### config.mk
export PLATFORM = sky130hd
export DESIGN_NAME = dcache
export DESIGN_NICKNAME = d
export VERILOG_FILES = /design/src/rtl/dcache_pkg.sv /design/src/rtl/dcache.sv
export SDC_FILE = /design/constraint.sdc
export NUM_CORES = 2
export LEC_CHECK = 0
export CAP_MARGIN = 30
export CORE_MARGIN = 1.5
export CORE_UTILIZATION = 40
export DETAILED_ROUTE_END_ITERATION = 12
export SYNTH_ARGS = -nofsm -noshare
export SYNTH_HDL_FRONTEND = slang
export SYNTH_SLANG_ARGS = --single-unit
### constraint.sdc
create_clock -name CLK -period 5.35 [get_ports CLK]
set_input_delay 1.07 -clock CLK [delete_from_list [all_inputs] [get_ports CLK]]
set_output_delay 1.07 -clock CLK [all_outputs]
set_load 0.005 [all_outputs]
### src/rtl/dcache_pkg.sv
// Shared types for the direct-mapped write-back data cache.
//   dcachef_t      : byte address split {tag, idx, bytoff}
//   dcache_frame_t : one cache frame {valid, dirty, tag, data}
//   dcache_state_t : controller states
package dcache_pkg;

  localparam int unsigned DTAG_W = 26;
  localparam int unsigned DIDX_W = 4;

  typedef struct packed {
    logic [DTAG_W-1:0] tag;
    logic [DIDX_W-1:0] idx;
    logic [1:0]        bytoff;
  } dcachef_t;

  typedef struct packed {
    logic              valid;
    logic              dirty;
    logic [DTAG_W-1:0] tag;
    logic [31:0]       data;
  } dcache_frame_t;

  typedef enum logic [2:0] {
    IDLE,
    WB,
    ALLOC,
    FLUSH,
    DONE
  } dcache_state_t;

endpackage

### src/rtl/dcache.sv
// Direct-mapped, write-back, write-allocate data cache, one word per frame.
// Ports:
//   CLK, RST               clock, synchronous active-high reset
//   dmemREN/dmemWEN        MEM-stage read/write request (write wins if both)
//   dmemaddr, dmemstore    request byte address and store data
//   halt                   start flushing all dirty frames
//   dhit, dmemload         request satisfied this cycle, load data
//   flushed                flush finished (sticky until RST)
//   dREN/dWEN, daddr,
//   dstore, dload, dwait   memory controller handshake
module dcache
  import dcache_pkg::*;
#(
  parameter int unsigned SETS = 16
) (
  input  logic        CLK,
  input  logic        RST,
  input  logic        dmemREN,
  input  logic        dmemWEN,
  input  logic [31:0] dmemaddr,
  input  logic [31:0] dmemstore,
  input  logic        halt,
  output logic        dhit,
  output logic [31:0] dmemload,
  output logic        flushed,
  output logic        dREN,
  output logic        dWEN,
  output logic [31:0] daddr,
  output logic [31:0] dstore,
  input  logic [31:0] dload,
  input  logic        dwait
);

  dcache_frame_t     frames [SETS];
  dcache_state_t     state, nextState;
  logic [DIDX_W-1:0] flushIdx;

  dcachef_t      reqAddr;
  dcache_frame_t reqFrame;
  dcache_frame_t flushFrame;
  logic          req;
  logic          tagHit;
  logic          wrHit;
  logic          flushStep;
  logic          unusedBits;

  assign reqAddr    = dcachef_t'(dmemaddr);
  assign reqFrame   = frames[reqAddr.idx];
  assign flushFrame = frames[flushIdx];
  assign req        = dmemREN | dmemWEN;
  assign tagHit     = reqFrame.valid && (reqFrame.tag == reqAddr.tag);
  assign unusedBits = ^reqAddr.bytoff;

  always_comb begin
    nextState = state;
    dhit      = 1'b0;
    dmemload  = '0;
    flushed   = 1'b0;
    dREN      = 1'b0;
    dWEN      = 1'b0;
    daddr     = '0;
    dstore    = '0;
    wrHit     = 1'b0;
    flushStep = 1'b0;
    unique case (state)
      IDLE: begin
        // A pending request always goes first; halt is only honoured when idle.
        if (req) begin
          if (tagHit) begin
            dhit  = 1'b1;
            wrHit = dmemWEN;
            if (!dmemWEN) dmemload = reqFrame.data;
          end else if (reqFrame.valid && reqFrame.dirty) begin
            nextState = WB;
          end else begin
            nextState = ALLOC;
          end
        end else if (halt) begin
          nextState = FLUSH;
        end
      end
      WB: begin
        dWEN   = 1'b1;
        daddr  = {reqFrame.tag, reqAddr.idx, 2'b00};
        dstore = reqFrame.data;
        if (!dwait) nextState = ALLOC;
      end
      ALLOC: begin
        dREN  = 1'b1;
        daddr = {dmemaddr[31:2], 2'b00};
        if (!dwait) nextState = IDLE;
      end
      FLUSH: begin
        // Clean frames are skipped in one cycle without touching memory.
        if (flushFrame.valid && flushFrame.dirty) begin
          dWEN      = 1'b1;
          daddr     = {flushFrame.tag, flushIdx, 2'b00};
          dstore    = flushFrame.data;
          flushStep = !dwait;
        end else begin
          flushStep = 1'b1;
        end
        if (flushStep && (flushIdx == DIDX_W'(SETS - 1))) nextState = DONE;
      end
      DONE: begin
        flushed = 1'b1;
      end
      default: nextState = IDLE;
    endcase
  end

  always_ff @(posedge CLK) begin
    if (RST) begin
      state    <= IDLE;
      flushIdx <= '0;
      for (int unsigned i = 0; i < SETS; i++) frames[i] <= '0;
    end else begin
      state <= nextState;
      if (wrHit) begin
        frames[reqAddr.idx].data  <= dmemstore;
        frames[reqAddr.idx].dirty <= 1'b1;
      end
      if ((state == ALLOC) && !dwait) begin
        frames[reqAddr.idx] <= '{valid: 1'b1, dirty: 1'b0, tag: reqAddr.tag, data: dload};
      end
      if ((state == IDLE) && (nextState == FLUSH)) begin
        flushIdx <= '0;
      end else if (flushStep) begin
        flushIdx                <= flushIdx + 1'b1;
        frames[flushIdx].dirty  <= 1'b0;
      end
    end
  end

endmodule

==> out/qor.yml <==
antenna_found_initial: 2
clock_skew_ps: 79.3
htree_levels: 3
synth_edf_count: 960
worst_ir_drop_vdd_v: 0.000269
use_met1_pct: 36.3
area_delta_synth_final_pct: 19.6
yosysUniqueCellTypes: 68
firstDrtPassIters: 5
grt-busiest-layer: "met2"
end_kind: "output pin"
root_buffer: "clkbuf_16"
post-route-period-util_pct: 106
grtUsageMet3_pct: 4.53
use_met2_pct: 43.5
grt_start_max_net_pins: 97
n_fill_cell: 11100
routed_wl_um: 183000
track_usage_pct: 27.0
grt_pass1_vias: 36100
hold_viol: 0
fmax_mhz: 176
cts.sinks: 971
status: "finished with violations"
hold_path.class: "register to register"
hpwlAfterDp_um: 108000
die_y_um: 366
final_common_cell: "edfxtp_1"
gp_congestion: 0.868
dp_slack_ps: -572
num_io_pins: 202
place_area_mm2: 0.0587
critPathKind: "input pin to output pin"
min_period_ps: 5680
critPathLaunchType: "input pin"
fin_ws_ps: -326
grt-ovfl-total: 0
drv_slew: 0
design.core.area_mm2: 0.130
layout.nets: 4002
crit_start: "dmemaddr[2]"
row_count: 132
dieArea_mm2: 0.134
ant_nets: 0
path_buf_inv: 11
crit_family: "buffers and inverters"
cts_buffer_depth: 3
syn_avg_cell_area_um2: 14.6
path_common_cell: "buf_6"
vias_per_cell: 6.33
slowest_delay_ps: 510
crit_chain: "buf_16 -> buf_16 -> buf_12 -> buf_6 -> mux4_2 -> mux2i_4 -> xor2_1 -> buf_4 -> and4_1 -> a41oi_2 -> nor4_4 -> nand4_1 -> buf_6 -> nor3_4 -> buf_12 -> clkbuf_16 -> buf_6 -> buf_8 -> and2_4 -> clkbuf_2"
violations: "setup timing"
vias: 36300
synth_seq_cells: 971
p_leak_nw: 23.2
drc: 0
crit_arrival_ps: 4610
yosysSeqAreaShare_pct: 55.2
setup_viol_count_final: 32
cts_tree: "done"
cts_made_buffers: 107
wl_per_cell_um: 31.9
layout_common_cells: "edfxtp_1 (960), nor2_1 (594), mux4_2 (535), and3_1 (412), buf_4 (318)"
p_per_area_mw_per_mm2: 300
path_clk_slew_ps: 60
drv_cap: 0
hp-start: "flushIdx[3]$_SDFFE_PP0P_"
drive_gt1_share_pct: 31.5
fin_area_mm2: 0.0629
die_w_um: 366
ys.flop_type: "edfxtp_1"
grt_pass1_wl_um: 257000
yosysWarnings: 0
drtIter0Drc: 4708
async_flop_share_pct: 0
slew_headroom_pct: 27.8
critical_path_peak_fanout: 6
rsz0062_at_grt: "true"
netlist_area_mm2: 0.0526
cp_data_required_time_ps: 4280
syn_inst: 3593
start_util_pct: 40.5
clock_latency_ps: 770
port_buffers: 197
cp_slowest_cell: "mux4_2"
tightest_slew_ps: 1080
==> stage by stage <==
stage                     std cells  TNS [ps]  power [mW]  hold WS [ps]  utilization (%)
after global placement         5484    -17770        11.5           661             45.1
after CTS                      5702    -15340        18.9           683             48.0
after floorplan                3594         0        10.3           590                -
after global routing           5732    -12110        19.3           738             48.4
after detailed placement       5494    -18400        11.5           664             45.1
final                          5733     -8720        18.9           698             48.4
==> kinds of logic after synthesis <==
group / share of synthesized area, %
XOR/XNOR: 0.600
buffers and inverters: 3.69
multiplexers: 24.8
AND/OR/NAND/NOR: 11.8
flip-flops: 55.2
AO/OA/AOI/OAI: 3.85
other: 0.00713
adder cells (fa/ha/maj): 0.0238
==> worst reg2reg max path: cells and delay by family (launching register included) <==
kind,cells,cell delay (ps)
buffers and inverters,2,590
multiplexers,2,850
AO/OA/AOI/OAI,3,1070
AND/OR/NAND/NOR,2,940
flip-flops,1,510
==> cell usage after synthesis (12+ instances only) <==
cell type / number / area (um^2)
edfxtp_1: 960 / 28800
nor2_1: 596 / 2240
mux4_2: 535 / 12000
and3_1: 412 / 2580
clkbuf_1: 257 / 965
nand2_1: 102 / 383
buf_1: 60 / 225
nand3_1: 59 / 295
a21oi_1: 54 / 270
buf_2: 53 / 265
mux2i_1: 51 / 510
and2_1: 45 / 282
o21ai_0: 34 / 170
a32o_1: 32 / 320
buf_6: 30 / 338
a22oi_1: 27 / 203
mux2_2: 23 / 259
xnor2_1: 23 / 201
nor3_1: 22 / 110
o211ai_1: 19 / 143
o211ai_4: 14 / 298
o22ai_1: 13 / 81.3
xor2_1: 13 / 114
a211oi_1: 12 / 90.1
==> final timing paths <==
| path | to | slack (ps) | cells past startpoint |
|---|---|---|---|
| hold reg to reg | state[2]$_SDFF_PP0_ | 700 | 2 |
| hold / removal | state[2]$_SDFF_PP0_ | 700 | 2 |
| setup / recovery | dmemload[26] | -330 | 20 |
| setup reg to reg | frames[10][50]$_SDFFCE_PN0P_ | 1080 | 9 |
==> layout make-up <==
type	instances	area [um^2]	area share (%)
flip-flops and latches	971	29100	46.2
multi-input cells	2197	21900	34.8
repair buffers	607	6210	9.87
clock buffers	130	2770	4.41
well taps	1742	2180	3.46
clock inverters	70	711	1.13
inverters	15	56.3	0.0895
diodes	1	2.50	0.00398
==> sequential cells by signal, indices dropped and copies added, names as in the netlist, named ones only <==
name and count:
flushIdx 4, state 3, frames 960
==> per-layer routing <==
layer / up-vias / share of wire (%)
met5: - / 0
met4: 0 / 4.4
met3: 436 / 10
met2: 2283 / 48
met1: 18800 / 38
li1: 14800 / -
==> repair_timing <==
action	in CTS	in global routing
setup buffers	7	23
setup endpoints to repair	51	49
resized for setup	18	136
hold buffers	0	0
pin swaps	0	25
gates cloned	1	6
==> power breakdown <==
| part | switching (mW) | internal [mW] | total (mW) |
|---|---|---|---|
| clock | 3.27 | 4.15 | 7.42 |
| sequential | 0.146 | 8.63 | 8.78 |
| combinational | 1.53 | 1.13 | 2.65 |
| total | 4.95 | 13.9 | 18.9 |
Power figures use the tool's default switching activity.
